$ cat config.mk
export PLATFORM = sky130hd
export DESIGN_NAME = config_bitstream_tx_flat
export DESIGN_NICKNAME = d
export VERILOG_FILES = /design/src/rtl/config_bitstream_tx_if.sv /design/src/rtl/config_bitstream_tx.sv /design/src/flat_wrapper.sv
export SDC_FILE = /design/constraint.sdc
export NUM_CORES = 1
export LEC_CHECK = 0
export BUFFER_PORTS_ARGS = -buffer_cell sky130_fd_sc_hd__buf_2
export CAP_MARGIN = 20
export CORE_ASPECT_RATIO = 1.25
export CORE_MARGIN = 4
export CORE_UTILIZATION = 50
export CTS_CLUSTER_DIAMETER = 30
export CTS_CLUSTER_SIZE = 10
export DETAILED_ROUTE_END_ITERATION = 16
export PLACE_DENSITY = 0.73
export SLEW_MARGIN = 20
export SYNTH_ARGS = -nofsm -noshare
export SYNTH_HDL_FRONTEND = slang
export SYNTH_SLANG_ARGS = --single-unit
$ cat constraint.sdc
create_clock -name CLK -period 2.84 [get_ports CLK]
set_input_delay 0.71 -clock CLK [delete_from_list [all_inputs] [get_ports CLK]]
set_output_delay 0.71 -clock CLK [all_outputs]
set_load 0.01 [all_outputs]
$ cat src/rtl/config_bitstream_tx_if.sv
// config_bitstream_tx_if: upstream handshake, transfer control and loader write port of the bitstream transmitter.
interface config_bitstream_tx_if #(
    parameter int GapWidth = 4
);
    logic                Start;
    logic [15:0]         NumFrames;
    logic [GapWidth-1:0] Gap;
    logic [31:0]         InData;
    logic                InValid;
    logic                InReady;
    logic [31:0]         WriteData;
    logic                WriteStrobe;
    logic                Busy;
    logic                Done;
    logic                Error;
    modport master (
        output Start, NumFrames, Gap, InData, InValid,
        input  InReady, WriteData, WriteStrobe, Busy, Done, Error
    );
    modport slave (
        input  Start, NumFrames, Gap, InData, InValid,
        output InReady, WriteData, WriteStrobe, Busy, Done, Error
    );
endinterface

$ cat src/rtl/config_bitstream_tx.sv
// config_bitstream_tx: wraps upstream frame words in sync/desync words and paces WriteStrobe by a programmable gap.
module config_bitstream_tx #(
    parameter int NumberOfRows = 14,
    parameter int desync_flag  = 20,
    parameter int GapWidth     = 4
) (
    input logic                  CLK,
    input logic                  Resetn,
    config_bitstream_tx_if.slave bus
);
    localparam logic [31:0] SYNC_WORD   = 32'hFAB0_FAB1;
    localparam logic [31:0] DESYNC_WORD = 32'h1 << desync_flag;
    localparam int          RW          = $clog2(NumberOfRows + 1);
    localparam logic [RW-1:0] LAST_ROW  = RW'(NumberOfRows - 1);

    typedef enum logic [2:0] {IDLE, SYNC, ADDR, DATA, DESYNC} state_t;

    state_t              state_q;
    logic [15:0]         nf_q;
    logic [15:0]         frame_q;
    logic [RW-1:0]       row_q;
    logic [GapWidth-1:0] gap_q;
    logic [GapWidth-1:0] gap_cnt_q;
    logic [31:0]         wdata_q;
    logic                strobe_q;
    logic                busy_q;
    logic                done_q;
    logic                err_q;
    logic                accept;

    assign bus.InReady     = (gap_cnt_q == '0) && (state_q == ADDR || state_q == DATA);
    assign accept          = bus.InReady && bus.InValid;
    assign bus.WriteData   = wdata_q;
    assign bus.WriteStrobe = strobe_q;
    assign bus.Busy        = busy_q;
    assign bus.Done        = done_q;
    assign bus.Error       = err_q;

    always_ff @(posedge CLK or negedge Resetn) begin
        if (!Resetn) begin
            state_q   <= IDLE;
            nf_q      <= '0;
            frame_q   <= '0;
            row_q     <= '0;
            gap_q     <= '0;
            gap_cnt_q <= '0;
            wdata_q   <= '0;
            strobe_q  <= 1'b0;
            busy_q    <= 1'b0;
            done_q    <= 1'b0;
            err_q     <= 1'b0;
        end else begin
            strobe_q <= 1'b0;
            done_q   <= 1'b0;
            if (gap_cnt_q != '0) gap_cnt_q <= gap_cnt_q - 1'b1;
            case (state_q)
                IDLE: begin
                    // busy_q still high here means the desync strobe is on the bus this cycle
                    if (bus.Start && !busy_q) begin
                        nf_q      <= bus.NumFrames;
                        gap_q     <= bus.Gap;
                        gap_cnt_q <= bus.Gap;
                        frame_q   <= '0;
                        err_q     <= 1'b0;
                        busy_q    <= 1'b1;
                        wdata_q   <= SYNC_WORD;
                        strobe_q  <= 1'b1;
                        state_q   <= (bus.NumFrames != '0) ? ADDR : DESYNC;
                    end else begin
                        busy_q <= 1'b0;
                    end
                end
                ADDR: begin
                    if (accept && bus.InData[desync_flag]) begin
                        err_q   <= 1'b1;
                        state_q <= DESYNC;
                    end else if (accept) begin
                        wdata_q   <= bus.InData;
                        strobe_q  <= 1'b1;
                        gap_cnt_q <= gap_q;
                        row_q     <= '0;
                        state_q   <= DATA;
                    end
                end
                DATA: begin
                    if (accept) begin
                        wdata_q   <= bus.InData;
                        strobe_q  <= 1'b1;
                        gap_cnt_q <= gap_q;
                        row_q     <= row_q + RW'(1);
                        if (row_q == LAST_ROW) begin
                            frame_q <= frame_q + 16'd1;
                            state_q <= (frame_q + 16'd1 == nf_q) ? DESYNC : ADDR;
                        end
                    end
                end
                DESYNC: begin
                    if (gap_cnt_q == '0) begin
                        wdata_q   <= DESYNC_WORD;
                        strobe_q  <= 1'b1;
                        done_q    <= 1'b1;
                        gap_cnt_q <= gap_q;
                        state_q   <= IDLE;
                    end
                end
                default: state_q <= IDLE;
            endcase
        end
    end
endmodule

$ cat src/flat_wrapper.sv
// flat-port wrapper written by rule: the top's interface ports become plain ports
module config_bitstream_tx_flat 
#(
    parameter int NumberOfRows = 14,
    parameter int desync_flag  = 20,
    parameter int GapWidth     = 4
)
  (CLK, Resetn, bus_Start, bus_NumFrames, bus_Gap, bus_InData, bus_InValid, bus_InReady, bus_WriteData, bus_WriteStrobe, bus_Busy, bus_Done, bus_Error);
  config_bitstream_tx_if #(.GapWidth(GapWidth)) bus_i ();
  input logic CLK;
  input logic Resetn;
  input wire logic [$bits(bus_i.Start)-1:0] bus_Start;
  input wire logic [$bits(bus_i.NumFrames)-1:0] bus_NumFrames;
  input wire logic [$bits(bus_i.Gap)-1:0] bus_Gap;
  input wire logic [$bits(bus_i.InData)-1:0] bus_InData;
  input wire logic [$bits(bus_i.InValid)-1:0] bus_InValid;
  output wire logic [$bits(bus_i.InReady)-1:0] bus_InReady;
  output wire logic [$bits(bus_i.WriteData)-1:0] bus_WriteData;
  output wire logic [$bits(bus_i.WriteStrobe)-1:0] bus_WriteStrobe;
  output wire logic [$bits(bus_i.Busy)-1:0] bus_Busy;
  output wire logic [$bits(bus_i.Done)-1:0] bus_Done;
  output wire logic [$bits(bus_i.Error)-1:0] bus_Error;
  assign bus_i.Start = bus_Start;
  assign bus_i.NumFrames = bus_NumFrames;
  assign bus_i.Gap = bus_Gap;
  assign bus_i.InData = bus_InData;
  assign bus_i.InValid = bus_InValid;
  assign bus_InReady = bus_i.InReady;
  assign bus_WriteData = bus_i.WriteData;
  assign bus_WriteStrobe = bus_i.WriteStrobe;
  assign bus_Busy = bus_i.Busy;
  assign bus_Done = bus_i.Done;
  assign bus_Error = bus_i.Error;
  config_bitstream_tx #(.NumberOfRows(NumberOfRows), .desync_flag(desync_flag), .GapWidth(GapWidth)) u_core (.CLK(CLK), .Resetn(Resetn), .bus(bus_i));
endmodule
==> flow_summary.ini, run 1 <==
[outcome]
status = complete, no violations

[placement]
place_area_mm2 = 0.00485
place_congestion = 0.945
place_hpwl_um = 8400
io_buffers = 92

[setup_path]
criticalPathCategory = register to register
r2r_slack_ns = 0.28
cp.arrival_ns = 2.81
cp-start-kind = register
cp-end-kind = register
critPathMaxFanout = 7
cp.required_ns = 3.09

[timing]
drv_slew = 0
skew_ns = 0.0129
post-route-period-util_pct = 90.2
worstMarginPinSlew_ns = 0.669
finalSetupViolations = 0
hold_viol_final = 0
rsz0062_at_grt = false
relSlewSlack_pct = 55.3
timing.fmax_mhz = 390
fin_setup_tns_ns = 0
period_minus_slack_ns = 2.56

[clock_tree]
clock-root-buffer = clkbuf_8
cts_setup_buffers = 0
cts_tree = done
numCtsBuffers = 9
h-tree-depth = 3
clock_latency_ns = 0.35
clk_path_buf_depth = 2
clkTransAtPathRegs_ns = 0.09
clock-sinks = 83

[finish]
syn2layout_area_growth_pct = 19.5
finish.utilization_pct = 61.7
layout-drive-gt1-share_pct = 26.7
fin_area_mm2 = 0.00514
diodes = 0
layout.nets = 614

[route]
routed_wirelength_um = 11100
drcViolationCount = 0
drt-wirelength-per-cell_um = 17.0
dr.first_iter.drc_count = 130
vias_per_cell = 5.77
drtAntennaViolNets = 0
vias = 3777
firstDrtPassIters = 5

[synthesis]
async_flop_share_pct = 100
ys_warn_count = 0
avgSynthCellArea_um2 = 9.25
syn_inst = 465
synth-seq-area-share_pct = 48.3
yosys.area_share.simple_pct = 17.9
synthAdderAreaFrac_pct = 1.45
synth_area_mm2 = 0.00430
synth-xor-area-share_pct = 3.87
synth_edf_count = 0
synth_top_family_by_area = compound AO/OA/AOI/OAI gates
synthMuxAreaShare_pct = 5.18
synth_top_cell_area_share_pct = 48.3
synth_seq_cells = 83
ys_top_cells_by_area = dfrtp_1 48%, o21ai_0 8.4%, nand2_1 6.6%, mux2_2 4.7%, xnor2_1 2.8%
yosys_most_used_dff = dfrtp_1
yosys.area.top_type = dfrtp_1
ys_top_cells_by_count = 83 x dfrtp_1, 76 x nand2_1, 72 x o21ai_0
synth.net_count = 526
synth.distinct_cells = 53
synth_most_common_cell = dfrtp_1
synth-compound-area-share_pct = 19.2

[die]
initial_core_util_pct = 51.6
die-area_mm2 = 0.0102
dieWidth_um = 91.0
core_mm2 = 0.00833
die_y_um = 112
num_rows = 37
io-pin-count = 93

[global_routing]
grt_pass1_wl_um = 18200
grt_usage_pct = 22.6
grt.overflow.total = 0
grt_pass1_vias = 3629
grtUsageMet3_pct = 4.73
grt_util_met1_pct = 27.5
antenna_found_initial = 0
grt_use_met2_pct = 38.9
grt_most_used_layer = met2
grt_max_degree = 64

[hold_path]
hp-class = input port to asynchronous set/reset pin

[job]
maxCapViolations = 0

[power_and_ir_drop]
peakVddDrop_mv = 0.373
power_density_mw_per_mm2 = 797
leakage_nw = 2.49
-- layer usage --
metal / up-vias / routed length [µm]
met2: 131 / 5530
li1: 1827 / -
met1: 1802 / 4760
met5: - / 0
met3: 17 / 627
met4: 0 / 226
-- what timing repair did --
action | CTS | global route
hold buffers | 0 | 0
gates resized for setup | 0 | 1
hold endpoints to repair | 0 | 0
setup endpoints to repair | 0 | 1
-- critical path, cell delays in order, from the launching register on --
cell       delay [ns]
dfrtp_1          0.48
ha_1             0.34
nand4_1          0.35
nor4_4           0.38
xnor2_1          0.15
a2111oi_4        0.34
nand4_1          0.18
o31ai_2          0.23
-- power by group --
part	switching, mW	total, mW	internal (mW)
Sequential	0.240	1.75	1.51
Combinational	0.731	1.31	0.577
Clock	0.423	1.04	0.613
-- per-stage QoR --
stage          hold slack (ns)  power [mW]  setup slack (ns)  std cells
3_3_place_gp             0.455        3.02             0.242        638
4_1_cts                  0.294        4.12             0.204        654
3_5_place_dp             0.465        3.07             0.160        638
5_1_grt                  0.315        4.37            0.0408        655
2_1_floorplan            0.414        2.54             0.564        465
6_report                 0.293        4.09             0.279        655
-- sequential cells by signal, summed over array words and instances (netlist names) --
register and flops:
u_core.bus.Busy 1, u_core.bus.Done 1, u_core.bus.Error 1, u_core.bus.WriteData 32, u_core.bus.WriteStrobe 1, u_core.frame_q 16, u_core.gap_cnt_q 4, u_core.gap_q 4
u_core.nf_q 16, u_core.row_q 4, u_core.state_q 3
-- layout by cell type, fill, tap and decap left out, types with 3 or more instances in the layout --
cell type / netlist / final
a2111oi_0: 3 / 3
a21oi_1: 13 / 13
a31oi_1: 6 / 6
and2_1: 3 / 3
and3_1: 4 / 4
buf_2: 14 / 91
buf_4: 1 / 14
bufinv_16: 0 / 3
clkbuf_8: 0 / 10
dfrtp_1: 83 / 83
ha_1: 5 / 5
inv_1: 10 / 10
mux2_2: 18 / 18
nand2_1: 76 / 76
nand2b_1: 6 / 6
nand3_1: 10 / 10
nand4_1: 7 / 7
nor2_1: 25 / 24
nor3_1: 6 / 6
nor4_1: 5 / 5
o21ai_0: 72 / 72
o21ai_1: 17 / 17
o31ai_1: 8 / 8
o41ai_1: 3 / 3
or3_1: 4 / 4
xnor2_1: 14 / 14
xor2_1: 5 / 5
-- cell type report --
class                      count  area, µm²
tap                           97        121
timing repair buffer         106        588
sequential                    83       2080
clock inverter                 5        108
multi-input combinational    343       2070
clock buffer                  11        141
fill                         737       3190
inverter                      10       37.5
-- worst paths after layout --
| path | from | cells past startpoint | endpoint |
|---|---|---|---|
| min reg2reg | u_core.bus.WriteData[13] | 2 | u_core.bus.WriteData[13] |
| max in group asynchronous | Resetn | 2 | u_core.bus.Error |
| min in group CLK | u_core.bus.WriteData[13] | 2 | u_core.bus.WriteData[13] |
| max reg2reg | u_core.frame_q[0] | 7 | u_core.state_q[2] |
| min | Resetn | 1 | u_core.bus.WriteData[15] |
| max | u_core.frame_q[0] | 7 | u_core.state_q[2] |
-- cells by family (layout without fill, tap and decap cells) --
group           after synthesis  count (layout)
xor+xnor                     19              19
mux                          20              20
flops                        83              83
fa+ha+maj                     5               5
buf+inv                      39             132
simple gates                160             160
compound gates              139             139
(Power assumes the default switching activity.)
==> run 2, diff against run 1 <==
- CORE_MARGIN: 4 -> 8
- CTS_BUF_LIST: not set -> sky130_fd_sc_hd__clkbuf_16
==> run 2 against run 1 <==
Die area up 17%. Cell area down 0.32%. Clock power up 8%. Final cell count down 0.46%. Critical path depth down 1. Routed wire length up 3.5%. Non-clock buffer count down 5. Core utilization down 1.5 points.
==> flow_summary.ini, run 2 (same netlist as run 1, synthesis figures left out) <==
[timing]
holdWs_ns = 0.336
drv_slew = 0
period_minus_slack_ns = 2.56
skew_ns = 0.00676
rsz0062_at_grt = false
timing.fmax_mhz = 391
hold_viol_final = 0
finalSetupViolations = 0
post-route-period-util_pct = 90.1
relSlewSlack_pct = 58.4
fin_setup_tns_ns = 0
worstMarginPinSlew_ns = 0.623

[clock_tree]
h-tree-depth = 3
clock_latency_ns = 0.33
cts_resized = 0
clock-sinks = 83
clk_path_buf_depth = 2
clkTransAtPathRegs_ns = 0.06
numCtsBuffers = 9
cts_tree = done
cts_hold_buf = 0
clock-root-buffer = clkbuf_16
cts_setup_buffers = 0

[die]
dieWidth_um = 99.0
core_mm2 = 0.00851
die_y_um = 120
initial_core_util_pct = 50.6
num_rows = 38
io-pin-count = 93
die-area_mm2 = 0.0118

[global_routing]
grt.overflow.total = 0
grt_pass1_vias = 3708
grt_usage_pct = 19.8
grt_most_used_layer = met2
grt_util_met1_pct = 23.2
grt_pass1_wl_um = 18800
grt_use_met2_pct = 33.2
grtUsageMet3_pct = 4.69
grt_max_degree = 63
antenna_found_initial = 0

[hold_path]
hp-class = input port to asynchronous set/reset pin

[power_and_ir_drop]
power_density_mw_per_mm2 = 814
seqPwrFrac_pct = 42.0
leakage_nw = 2.46
p_sw_mw = 1.42
clkPwrFrac_pct = 26.8
swShare_pct = 34.2
p_comb_share_pct = 31.2
intPower_mw = 2.74
peakVddDrop_mv = 0.382

[placement]
placedCellCount = 637
place_congestion = 0.978
io_buffers = 92
place_area_mm2 = 0.00484
place_hpwl_um = 8600

[setup_path]
crit_path_top_delay_cell = or4_1
cpPeakStageDelay_ns = 0.70
critPathMaxFanout = 13
crit_path_cell_trace = nand3_1 -> or4_1 -> mux2i_1 -> nor4_1 -> nand4_1 -> o31ai_2
cp-end-kind = register
cp.buffers_inverters = 0
cp.required_ns = 3.08
criticalPathCategory = register to register
cpLargestDelayFamily = simple AND/OR/NAND/NOR gates
r2r_slack_ns = 0.28
cp-start-kind = register
cp.arrival_ns = 2.80

[finish]
diodes = 0
fill_cells = 739
layout-drive-gt1-share_pct = 25.9
final_cell_mix = 91 x buf_2, 83 x dfrtp_1, 76 x nand2_1
largest_reg_flops = 32
syn2layout_area_growth_pct = 19.1
final_common_cell = buf_2
fin_area_mm2 = 0.00512
instances_no_fill = 652
layout.nets = 609
finish.utilization_pct = 60.2

[route]
drt-wirelength-per-cell_um = 17.7
vias_per_cell = 5.85
dr.first_iter.drc_count = 237
drtAntennaViolNets = 0
drcViolationCount = 0
vias = 3815
firstDrtPassIters = 4
routed_wirelength_um = 11500

[job]
maxCapViolations = 0

[outcome]
status = complete, no violations
[run 2: cell types whose count changed in the layout (fill, tap and decap cells not counted), sizes merged]
cell,previous run,this run
buf,106,101
bufinv,3,1
clkbuf,11,9
clkinv,1,5
inv,11,10
[run 2: layer usage]
metal  part of all wire [%]  up-vias  routed length, µm
met5                      0        -                  0
met4                    3.4        0                390
met3                    6.7       23                775
met2                     48      147               5500
met1                     42     1832               4870
li1                       -     1813                  -
[run 2: metrics by stage]
stage / setup slack (ns) / power [mW]
final: 0.281 / 4.17
after global routing: 0.101 / 4.45
after CTS: 0.331 / 4.21
after detailed placement: 0.357 / 3.08
after global placement: 0.325 / 3.03
after floorplan: 0.564 / 2.54
[run 2: cell type report]
type | count | area, µm² | share of cell area (%)
clock buffer | 9 | 225 | 4.40
inverter | 10 | 37.5 | 0.733
sequential | 83 | 2080 | 40.5
tap | 100 | 125 | 2.44
clock inverter | 6 | 57.6 | 1.12
multi-input combinational | 343 | 2060 | 40.2
timing repair buffer | 101 | 543 | 10.6
[run 2: power groups by stage]
stage,logic [mW],registers [mW],clock network (mW)
after floorplan,0.729,1.81,0
after global placement,1.27,1.76,0
after detailed placement,1.31,1.77,0
after CTS,1.31,1.75,1.15
after global routing,1.47,1.79,1.20
final,1.30,1.75,1.12
[run 2: worst paths after layout]
kind | start | cells past startpoint | to
max in group asynchronous | Resetn | 2 | u_core.bus.WriteData[17]
worst min register to register | u_core.bus.WriteData[19] | 2 | u_core.bus.WriteData[19]
min in group CLK | u_core.bus.WriteData[19] | 2 | u_core.bus.WriteData[19]
worst min-delay path | Resetn | 1 | u_core.bus.WriteData[11]
worst max register to register | u_core.frame_q[5] | 6 | u_core.state_q[2]
worst max-delay path | u_core.frame_q[5] | 6 | u_core.state_q[2]
